### config.mk
export PLATFORM = sky130hd
export DESIGN_NAME = freelist_flat
export DESIGN_NICKNAME = d
export VERILOG_FILES = /design/src/rtl/freelist_pkg.sv /design/src/rtl/freelist_if.sv /design/src/rtl/lane_compact.sv /design/src/rtl/freelist.sv /design/src/flat_wrapper.sv
export SDC_FILE = /design/constraint.sdc
export NUM_CORES = 1
export LEC_CHECK = 0
export ABC_AREA = 1
export BUFFER_PORTS_ARGS = -buffer_cell sky130_fd_sc_hd__buf_2
export CAP_MARGIN = 20
export CELL_PAD_IN_SITES_DETAIL_PLACEMENT = 2
export CELL_PAD_IN_SITES_GLOBAL_PLACEMENT = 2
export CORE_UTILIZATION = 39
export CTS_BUF_LIST = sky130_fd_sc_hd__clkbuf_4
export CTS_CLUSTER_SIZE = 28
export DETAILED_ROUTE_END_ITERATION = 6
export PLACE_DENSITY_LB_ADDON = 0.1
export SLEW_MARGIN = 5
export SYNTH_ARGS = -nofsm -noshare
export SYNTH_HDL_FRONTEND = slang
export SYNTH_HIERARCHICAL = 1
export SYNTH_SLANG_ARGS = --single-unit
export TNS_END_PERCENT = 10
### constraint.sdc
create_clock -name clk -period 6.9 [get_ports clk]
set_input_delay 0.69 -clock clk [delete_from_list [all_inputs] [get_ports clk]]
set_output_delay 0.69 -clock clk [all_outputs]
set_load 0.1 [all_outputs]
### src/rtl/freelist_pkg.sv
// Shared width constants for the rename free list.
package freelist_pkg;
  localparam int unsigned PHYS_REGS            = 64;
  localparam int unsigned PHYS_REGS_ADDR_WIDTH = $clog2(PHYS_REGS);
  localparam int unsigned DISPATCH_WIDTH       = 2;
  localparam int unsigned FL_SIZE              = PHYS_REGS - 32;
  localparam int unsigned FL_PTR_W             = $clog2(FL_SIZE);
  localparam int unsigned FL_CNT_W             = FL_PTR_W + 1;
endpackage

### src/rtl/freelist_if.sv
// Rename-side allocate and commit-side release bus of the free list.
interface freelist_if
  import freelist_pkg::*;
#(
  parameter int unsigned DW = DISPATCH_WIDTH,
  parameter int unsigned AW = PHYS_REGS_ADDR_WIDTH,
  parameter int unsigned CW = FL_CNT_W
);
  logic [DW-1:0]         alloc_req;
  logic                  alloc_ready;
  logic [DW-1:0][AW-1:0] alloc_phys;
  logic [DW-1:0]         release_en;
  logic [DW-1:0][AW-1:0] release_phys;
  logic [CW-1:0]         free_count;
  logic                  overflow_err;

  modport master (
    output alloc_req, release_en, release_phys,
    input  alloc_ready, alloc_phys, free_count, overflow_err
  );

  modport slave (
    input  alloc_req, release_en, release_phys,
    output alloc_ready, alloc_phys, free_count, overflow_err
  );
endinterface

### src/rtl/lane_compact.sv
// Prefix popcount: per-lane count of set lanes below it, plus the total.
module lane_compact #(
  parameter int unsigned W  = 2,
  parameter int unsigned CW = $clog2(W + 1)
) (
  input  logic [W-1:0]         valid_i,
  output logic [W-1:0][CW-1:0] offset_o,
  output logic [CW-1:0]        count_o
);
  logic [CW-1:0] acc;

  always_comb begin
    acc      = '0;
    offset_o = '0;
    for (int w = 0; w < int'(W); w++) begin
      offset_o[w] = acc;
      acc         = acc + CW'(valid_i[w]);
    end
    count_o = acc;
  end
endmodule

### src/rtl/freelist.sv
// Circular free list of physical registers: compacted multi-lane allocate at head,
// compacted multi-lane release at tail, saturating count with sticky overflow flag.
module freelist #(
  parameter int unsigned PHYS_REGS      = freelist_pkg::PHYS_REGS,
  parameter int unsigned DISPATCH_WIDTH = freelist_pkg::DISPATCH_WIDTH
) (
  input  logic      clk,
  input  logic      rst,
  freelist_if.slave bus
);
  localparam int unsigned AW       = $clog2(PHYS_REGS);
  localparam int unsigned DW       = DISPATCH_WIDTH;
  localparam int unsigned FL_SIZE  = PHYS_REGS - 32;
  localparam int unsigned FL_PTR_W = $clog2(FL_SIZE);
  localparam int unsigned FL_CNT_W = FL_PTR_W + 1;
  localparam int unsigned LW       = $clog2(DW + 1);

  logic [AW-1:0]       fl_q [FL_SIZE];
  logic [AW-1:0]       fl_d [FL_SIZE];
  logic [FL_PTR_W-1:0] head_q, head_d, tail_q, tail_d;
  logic [FL_CNT_W-1:0] cnt_q, cnt_d;
  logic                ovf_q, ovf_d;

  logic [DW-1:0][LW-1:0] alloc_off, rel_off;
  logic [LW-1:0]         alloc_cnt, rel_cnt;
  logic [DW-1:0]         rel_vld;
  logic [FL_CNT_W-1:0]   granted, remain, room, accepted;

  // ptr < FL_SIZE and off <= DW, so one conditional subtract wraps correctly
  function automatic logic [FL_PTR_W-1:0] wrap_add(input logic [FL_PTR_W-1:0] ptr,
                                                  input logic [FL_CNT_W-1:0] off);
    logic [FL_CNT_W-1:0] s;
    s = FL_CNT_W'(ptr) + off;
    if (s >= FL_CNT_W'(FL_SIZE)) s = s - FL_CNT_W'(FL_SIZE);
    return FL_PTR_W'(s);
  endfunction

  // Physical 0 is hard-wired to x0 and never re-enters the list
  always_comb begin
    rel_vld = '0;
    for (int w = 0; w < int'(DW); w++)
      rel_vld[w] = bus.release_en[w] && (bus.release_phys[w] != '0);
  end

  lane_compact #(.W(DW), .CW(LW)) u_alloc_compact (
    .valid_i  (bus.alloc_req),
    .offset_o (alloc_off),
    .count_o  (alloc_cnt)
  );

  lane_compact #(.W(DW), .CW(LW)) u_release_compact (
    .valid_i  (rel_vld),
    .offset_o (rel_off),
    .count_o  (rel_cnt)
  );

  assign bus.alloc_ready  = (cnt_q >= FL_CNT_W'(DW));
  assign bus.free_count   = cnt_q;
  assign bus.overflow_err = ovf_q;

  always_comb begin
    bus.alloc_phys = '0;
    for (int w = 0; w < int'(DW); w++)
      bus.alloc_phys[w] = fl_q[wrap_add(head_q, FL_CNT_W'(alloc_off[w]))];
  end

  // Releases beyond the remaining room are dropped in lane order and flagged
  always_comb begin
    granted  = bus.alloc_ready ? FL_CNT_W'(alloc_cnt) : '0;
    remain   = cnt_q - granted;
    room     = FL_CNT_W'(FL_SIZE) - remain;
    ovf_d    = ovf_q;
    accepted = FL_CNT_W'(rel_cnt);
    if (FL_CNT_W'(rel_cnt) > room) begin
      accepted = room;
      ovf_d    = 1'b1;
    end
    head_d = wrap_add(head_q, granted);
    tail_d = wrap_add(tail_q, accepted);
    cnt_d  = remain + accepted;
    fl_d   = fl_q;
    for (int w = 0; w < int'(DW); w++) begin
      if (rel_vld[w] && (FL_CNT_W'(rel_off[w]) < accepted))
        fl_d[wrap_add(tail_q, FL_CNT_W'(rel_off[w]))] = bus.release_phys[w];
    end
  end

  always_ff @(posedge clk) begin
    if (rst) begin
      head_q <= '0;
      tail_q <= '0;
      cnt_q  <= FL_CNT_W'(FL_SIZE);
      ovf_q  <= 1'b0;
      for (int i = 0; i < int'(FL_SIZE); i++) fl_q[i] <= AW'(32 + i);
    end else begin
      head_q <= head_d;
      tail_q <= tail_d;
      cnt_q  <= cnt_d;
      ovf_q  <= ovf_d;
      fl_q   <= fl_d;
    end
  end
endmodule

### src/flat_wrapper.sv
// flat-port wrapper written by rule: the top's interface ports become plain ports
module freelist_flat 
#(
  parameter int unsigned PHYS_REGS      = freelist_pkg::PHYS_REGS,
  parameter int unsigned DISPATCH_WIDTH = freelist_pkg::DISPATCH_WIDTH
)
  (clk, rst, bus_alloc_req, bus_release_en, bus_release_phys, bus_alloc_ready, bus_alloc_phys, bus_free_count, bus_overflow_err);
  freelist_if bus_i ();
  input  logic clk;
  input  logic rst;
  input wire logic [$bits(bus_i.alloc_req)-1:0] bus_alloc_req;
  input wire logic [$bits(bus_i.release_en)-1:0] bus_release_en;
  input wire logic [$bits(bus_i.release_phys)-1:0] bus_release_phys;
  output wire logic [$bits(bus_i.alloc_ready)-1:0] bus_alloc_ready;
  output wire logic [$bits(bus_i.alloc_phys)-1:0] bus_alloc_phys;
  output wire logic [$bits(bus_i.free_count)-1:0] bus_free_count;
  output wire logic [$bits(bus_i.overflow_err)-1:0] bus_overflow_err;
  assign bus_i.alloc_req = bus_alloc_req;
  assign bus_i.release_en = bus_release_en;
  assign bus_i.release_phys = bus_release_phys;
  assign bus_alloc_ready = bus_i.alloc_ready;
  assign bus_alloc_phys = bus_i.alloc_phys;
  assign bus_free_count = bus_i.free_count;
  assign bus_overflow_err = bus_i.overflow_err;
  freelist #(.PHYS_REGS(PHYS_REGS), .DISPATCH_WIDTH(DISPATCH_WIDTH)) u_core (.clk(clk), .rst(rst), .bus(bus_i));
endmodule
==> run metrics, run 1 <==
status completed; total power 7.00 mW; routability cong. 0.890; num rows 76; Post-synth EDFFs 0; Most used DFF post-synth dfxtp_1; max cap viols 0; clock sinks 209; antenna-violating nets left 0; DIE HEIGHT 211 um; dominant cell type by area after synthesis dfxtp_1; fin crit period 5.80 ns; #FFs+latches synth 209; WL per Instance 26.2 um; cell internal pwr 2.96 mW; Num CTS Buffers 71; Hold Fails Final Rpt 0; Fin Clk Skew 0.0543 ns; Mapped Avg Cell Area 6.08 um^2; Switching Power 4.04 mW; DRC Markers 0; Slew @ Worst Pin 1.13 ns; first-pass GRT wire length 133,000 um; sequential share of power 0.197; Leakage 9.39 nW; vias in the first global route 22,100; Max Clock Freq 172 MHz; Synth Instances 2,804; vias per cell 6.23; initial antenna violation count 3; Setup crit end kind flip-flop; Die ar. 0.0445 mm^2; Ys Warns 6; Crit Path Class flip-flop to flip-flop; Post-CTS Hold Buffers 0; largest net degree at the start of global routing 132; area fraction of the dominant cell type after synthesis 0.246; via count 21,000; Clk pwr share 0.202; peak supply drop 0.000380 V; synth cell count leaders 571 x nand2_1, 477 x inv_1, 306 x nand3_1; num ports 38; Setup Buffers After CTS 0; R2R depth 26; CTS root buf clkbuf_4; Seq/Total Area, Yosys 0.246; reg-to-reg slack, setup 1.10 ns; Pwr Density 382 mW/mm^2; worst hold path depth 2; Die Wd 211 um; Setup crit start kind flip-flop; Post-Synthesis Cell Area 0.0170 mm^2; period utilisation layout 0.841; Setup-failing EPs final 0; Logic pwr share 0.601; Clk Latency, worst-skew pair 0.84 ns; grt ovf 0; number of I/O port buffers 37; CP Max Fanout 30; Slew Limit Fails 0; leading post-synthesis cells by cell area dfxtp_1 25%, nand2_1 13%, inv_1 11%; RSZ-0062 raised after global routing false; total negative setup slack 0 ns; crit path DAT 6.54 ns; GRT Total Usage 0.394; WP data required 7.63 ns; CTS tree yes; hpwl dp 55,700 um; Clock Path Buffers 3; Initial Util 0.395; Nets 2,787; relative slew slack 0.248; Distinct cells, synth 35; Routed WL 88,100 um; Synth async-reset ratio 0; share of layout cells above drive strength 1 0.0986; Sw Share 0.578; min-delay worst type primary input to flip-flop; core area 0.0431 mm^2; Initial DRC Count 1,550; most frequently used cell type in the post-synthesis netlist nand2_1; Syn-to-layout area delta 7.51%; PostCTS Resize Cnt 0; clock slew at reported path FFs 0.06 ns; number of detailed-route iterations in the first pass 6; H-tree depth 3
layer usage:
metal	track usage	routed length [um]	vias up
met2	0.638	40800	804
met4	0.273	6020	4
li1	-	-	9264
met5	0	24	-
met3	0.0653	5640	333
met1	0.477	35500	10600
registers in the layout, summed over array words and instances (netlist names):
name / flops
u_core/tail_q: 5
u_core/bus.free_count: 6
u_core/fl_q: 192
u_core/head_q: 5
u_core/bus.overflow_err: 1
worst paths after layout:
path                                                            from                                    to
worst max-delay path             u_core/bus.free_count[4]$_SDFF_PP0_           u_core/fl_q[101]$_SDFF_PP1_
worst min register to register  u_core/bus.overflow_err$_SDFFE_PP0N_  u_core/bus.overflow_err$_SDFFE_PP0N_
worst min-delay path                                             rst           u_core/tail_q[1]$_SDFF_PP0_
worst max register to register   u_core/bus.free_count[4]$_SDFF_PP0_           u_core/fl_q[101]$_SDFF_PP1_
power groups by stage:
stage	registers (mW)	logic, mW	clock network [mW]
6_report	1.38	4.21	1.42
3_5_place_dp	1.40	4.03	0
4_1_cts	1.37	4.08	1.45
3_3_place_gp	1.39	3.86	0
5_1_grt	1.38	4.38	1.51
2_1_floorplan	1.48	2.63	0
critical path: stages, from the launching register on:
cell     delay [ns]
dfxtp_1        0.34
nor2_1         0.23
nand4_1        0.23
nand2_1        0.12
inv_1          0.07
ha_1           0.22
fa_1           0.55
ha_1           0.36
inv_1          0.05
ha_1           0.30
inv_1          0.06
nor2_1         0.12
o21ai_0        0.14
nor2_1         0.17
nand3_1        0.11
nor2_2         0.15
nand2_2        0.11
nand2_1        0.10
o21a_1         0.26
inv_1          0.12
ha_1           0.33
nand2_4        0.42
buf_4          0.37
nand3_1        0.38
o21ai_0        0.30
inv_1          0.06
nand2_1        0.05
cells in the final DEF, fill, tap and decap left out, types with 12 or more instances in the layout:
cell type / n
nand4_1: 274
buf_2: 37
inv_1: 476
ha_1: 22
nand3_2: 31
dfxtp_1: 209
nand2_1: 571
o21ai_0: 197
o21ai_1: 76
mux2_2: 12
o211ai_1: 40
a32o_1: 24
nand3_4: 16
nor2_1: 91
a21oi_1: 162
clkbuf_4: 106
buf_4: 31
a31oi_1: 24
nand3_1: 306
layout make-up:
| class | count | area [um^2] |
|---|---|---|
| clock inverter | 10 | 65.1 |
| timing repair buffer | 77 | 589 |
| inverter | 484 | 1820 |
| sequential | 209 | 4180 |
| multi-input combinational | 1894 | 10100 |
| fill | 5406 | 24800 |
| antenna | 1 | 2.50 |
| clock buffer | 106 | 796 |
| tap | 585 | 732 |
through the flow:
stage / hold slack (ns) / area, um^2 / setup slack (ns) / utilization / std cells
after floorplan: 0.455 / 17100 / 1.34 / - / 2808
after global placement: 0.485 / 17400 / 1.49 / 0.405 / 3247
after detailed placement: 0.507 / 17400 / 1.02 / 0.405 / 3248
after CTS: 0.184 / 18300 / 1.14 / 0.425 / 3364
after global routing: 0.258 / 18300 / 0.836 / 0.425 / 3366
final: 0.236 / 18300 / 1.10 / 0.425 / 3366
cell families after synthesis:
| group | share of synthesized area |
|---|---|
| AND/OR/NAND/NOR | 0.377 |
| buffers and inverters | 0.166 |
| AO/OA/AOI/OAI | 0.169 |
| flip-flops | 0.246 |
| adder cells (fa/ha/maj) | 0.0270 |
| XOR/XNOR | 0.00617 |
| multiplexers | 0.00793 |
| other | 0.000661 |
No activity file was read; power rests on OpenSTA's default activity.
==> run 2, diff against run 1 <==
--- a/config.mk
+++ b/config.mk
@@ -5,12 +5,12 @@
 export SDC_FILE = /design/constraint.sdc
 export NUM_CORES = 1
 export LEC_CHECK = 0
-export ABC_AREA = 1
+export ABC_AREA = 0
 export BUFFER_PORTS_ARGS = -buffer_cell sky130_fd_sc_hd__buf_2
 export CAP_MARGIN = 20
 export CELL_PAD_IN_SITES_DETAIL_PLACEMENT = 2
 export CELL_PAD_IN_SITES_GLOBAL_PLACEMENT = 2
-export CORE_UTILIZATION = 39
+export CORE_UTILIZATION = 43
 export CTS_BUF_LIST = sky130_fd_sc_hd__clkbuf_4
 export CTS_CLUSTER_SIZE = 28
 export DETAILED_ROUTE_END_ITERATION = 6
==> constraint.sdc (replaced) <==
create_clock -name clk -period 5.5 [get_ports clk]
set_input_delay 0.55 -clock clk [delete_from_list [all_inputs] [get_ports clk]]
set_output_delay 0.55 -clock clk [all_outputs]
set_load 0.1 [all_outputs]
==> run metrics, run 2 <==
DIE HEIGHT 187 um (-11%); peak supply drop 0.000639 V (+68%); Clk Latency, worst-skew pair 0.83 ns (about the same); total power 7.32 mW (+4.6%); first-pass GRT wire length 113,000 um (-15%); period utilisation layout 0.989 (+0.148); Routed WL 77,600 um (-12%); most frequent cells in the layout 206 x dfxtp_1, 123 x buf_4, 120 x mux4_2; CP Max Fanout 22 (-27%); clock sinks 209 (unchanged); Worst Setup Slack, final 0.0599 ns (-1.04 ns); routability cong. 1.13 (+27%); Nets 1,677 (-40%); Fin Clk Skew 0.0596 ns (+0.00531 ns); WP data required 6.11 ns (-1.52 ns); Syn-to-layout area delta 16.1%; synth cell count leaders 209 x dfxtp_1, 120 x mux4_2, 110 x nor2_1; Num CTS Buffers 67 (-5.6%); Leakage 6.26 nW (-33%); fin crit period 5.44 ns (-0.363 ns); Setup-failing EPs final 0 (unchanged); RSZ-0062 raised after global routing true; Core Util, Final 0.508 (+0.0828); num rows 67 (-12%); post-route insts no fill 2,125 (-37%); core area 0.0335 mm^2 (-22%); Synth async-reset ratio 0 (unchanged); CTS tree yes; WL per Instance 36.5 um (+40%); Mapped Avg Cell Area 9.57 um^2 (+57%); leading post-synthesis cells by cell area dfxtp_1 29%, mux4_2 18%, mux2i_1 6.1%; Clock Path Buffers 3 (unchanged); Seq/Total Area, Yosys 0.285 (+0.0395); Pwr Density 430 mW/mm^2 (+12%); GRT Total Usage 0.445 (+0.0509); most common cell after layout, fill and taps aside dfxtp_1; status completed; grt ovf 0 (unchanged); via count 15,500 (-26%); number of I/O port buffers 37 (unchanged); Crit Path Class flip-flop to flip-flop; Initial Util 0.438 (+0.0422); Post-Synthesis Cell Area 0.0147 mm^2 (-14%); Max Clock Freq 184 MHz (+6.7%); Ys Warns 6 (unchanged); most frequently used cell type in the post-synthesis netlist dfxtp_1; Distinct cells, synth 72 (+110%); Fillers 3,505 (-35%); Setup crit end kind flip-flop; number of detailed-route iterations in the first pass 6 (unchanged); vias in the first global route 16,400 (-26%); vias per cell 7.27 (+17%); Placement Setup Slack 0.103 ns (-0.921 ns); Slew Limit Fails 0 (unchanged); num ports 38 (unchanged); dominant cell type by area after synthesis dfxtp_1; clock slew at reported path FFs 0.07 ns (about the same); Hold Fails Final Rpt 0 (unchanged); CTS root buf clkbuf_4; Die ar. 0.0349 mm^2 (-22%); area fraction of the dominant cell type after synthesis 0.285 (+0.0395); Setup crit start kind flip-flop; Slew @ Worst Pin 1.05 ns (-0.0728 ns); crit path DAT 6.05 ns (-0.49 ns); #FFs+latches synth 209 (unchanged); Synth Instances 1,534 (-45%); hpwl dp 53,200 um (-4.5%); share of layout cells above drive strength 1 0.295 (+0.196); Post-synth EDFFs 0 (unchanged); max reg flops 192 (unchanged); Die Wd 187 um (-11%); Initial DRC Count 1,840 (+19%); initial antenna violation count 7 (+4); DP Cell Count 1,999 (-38%); Top reg by flops u_core/fl_q; DRC Markers 0 (unchanged); max cap viols 0 (unchanged); min-delay worst type primary input to flip-flop; largest net degree at the start of global routing 49 (-63%); H-tree depth 3 (unchanged); relative slew slack 0.296 (+0.0479); Most used DFF post-synth dfxtp_1; antenna-violating nets left 0 (unchanged)
run 2: cells by family (layout without fill, tap and decap cells):
kind of cell	Yosys count	count (layout)	synth area share
AOI/OAI and AO/OA	466	466	0.229
and+or+nand+nor	397	397	0.130
muxes	225	225	0.257
DFF	209	209	0.285
buffers and inverters	174	308	0.0494
adders and majority gates	32	32	0.0314
xor gates and xnor gates	28	28	0.0172
other	3	12	0.000767
run 2: area by class of cell:
type / count / area, um^2 / share of cell area
clock buffers: 98 / 736 / 0.0432
flip-flops and latches: 209 / 4190 / 0.246
repair buffers: 172 / 1340 / 0.0784
diodes: 5 / 12.5 / 0.000735
well taps: 448 / 561 / 0.0329
multi-input cells: 1155 / 10000 / 0.587
clock inverters: 16 / 115 / 0.00676
inverters: 22 / 85.1 / 0.00499
run 2: critical path: stages, from the launching register on:
cell and delay (ns):
dfxtp_4 0.38, or3_4 0.39, or3_4 0.38, and2_4 0.16
ha_4 0.15, fa_1 0.51, ha_2 0.38, inv_1 0.04
ha_1 0.29, nor2b_4 0.16, o21a_1 0.12, o221a_2 0.22
nor2_4 0.05, nor2_4 0.13, mux2_4 0.34, inv_4 0.09
ha_4 0.13, o31a_1 0.19, buf_12 0.19, nor3_1 0.11
a31o_2 0.33, nor4_1 0.40, a311oi_1 0.11
run 2: worst paths after layout:
kind	slack, ns	cells past startpoint	endpoint	startpoint
worst min-delay path	0.18	3	u_core/fl_q[71]$_SDFF_PP1_	bus_release_phys[11]
worst max-delay path	0.06	22	u_core/fl_q[123]$_SDFF_PP1_	u_core/bus.free_count[3]$_SDFF_PP0_
worst max register to register	0.06	22	u_core/fl_q[123]$_SDFF_PP1_	u_core/bus.free_count[3]$_SDFF_PP0_
worst min register to register	0.50	2	u_core/bus.overflow_err$_SDFFE_PP0N_	u_core/bus.overflow_err$_SDFFE_PP0N_
run 2: repair_timing:
item | CTS | global route
pin swaps | 0 | 2
endpoints found under the hold margin | 0 | 0
setup buffers | 0 | 4
hold buffers | 0 | 0
setup endpoints to repair | 2 | 35
resized for setup | 1 | 12
run 2: layer usage:
| layer | global-route usage | vias to the layer above | part of all wire |
|---|---|---|---|
| met4 | 0.308 | 4 | 0.072 |
| li1 | - | 6232 | - |
| met1 | 0.538 | 7814 | 0.37 |
| met2 | 0.672 | 1062 | 0.44 |
| met3 | 0.144 | 339 | 0.12 |
| met5 | 0.00412 | - | 0.00037 |
run 2: report_power, final:
part / switching (mW) / internal [mW] / total, mW
clock: 0.833 / 0.904 / 1.74
combinational: 2.58 / 1.27 / 3.85
sequential: 0.129 / 1.61 / 1.74
total: 3.54 / 3.78 / 7.32
run 2: metrics by stage:
step                      cell area (um^2)  hold slack [ns]  TNS [ns]
after floorplan                      14800            0.444         0
after global placement               16100            0.460         0
after detailed placement             16100            0.485         0
after CTS                            16900            0.162         0
after global routing                 17000            0.224    -0.188
final                                17000            0.185         0
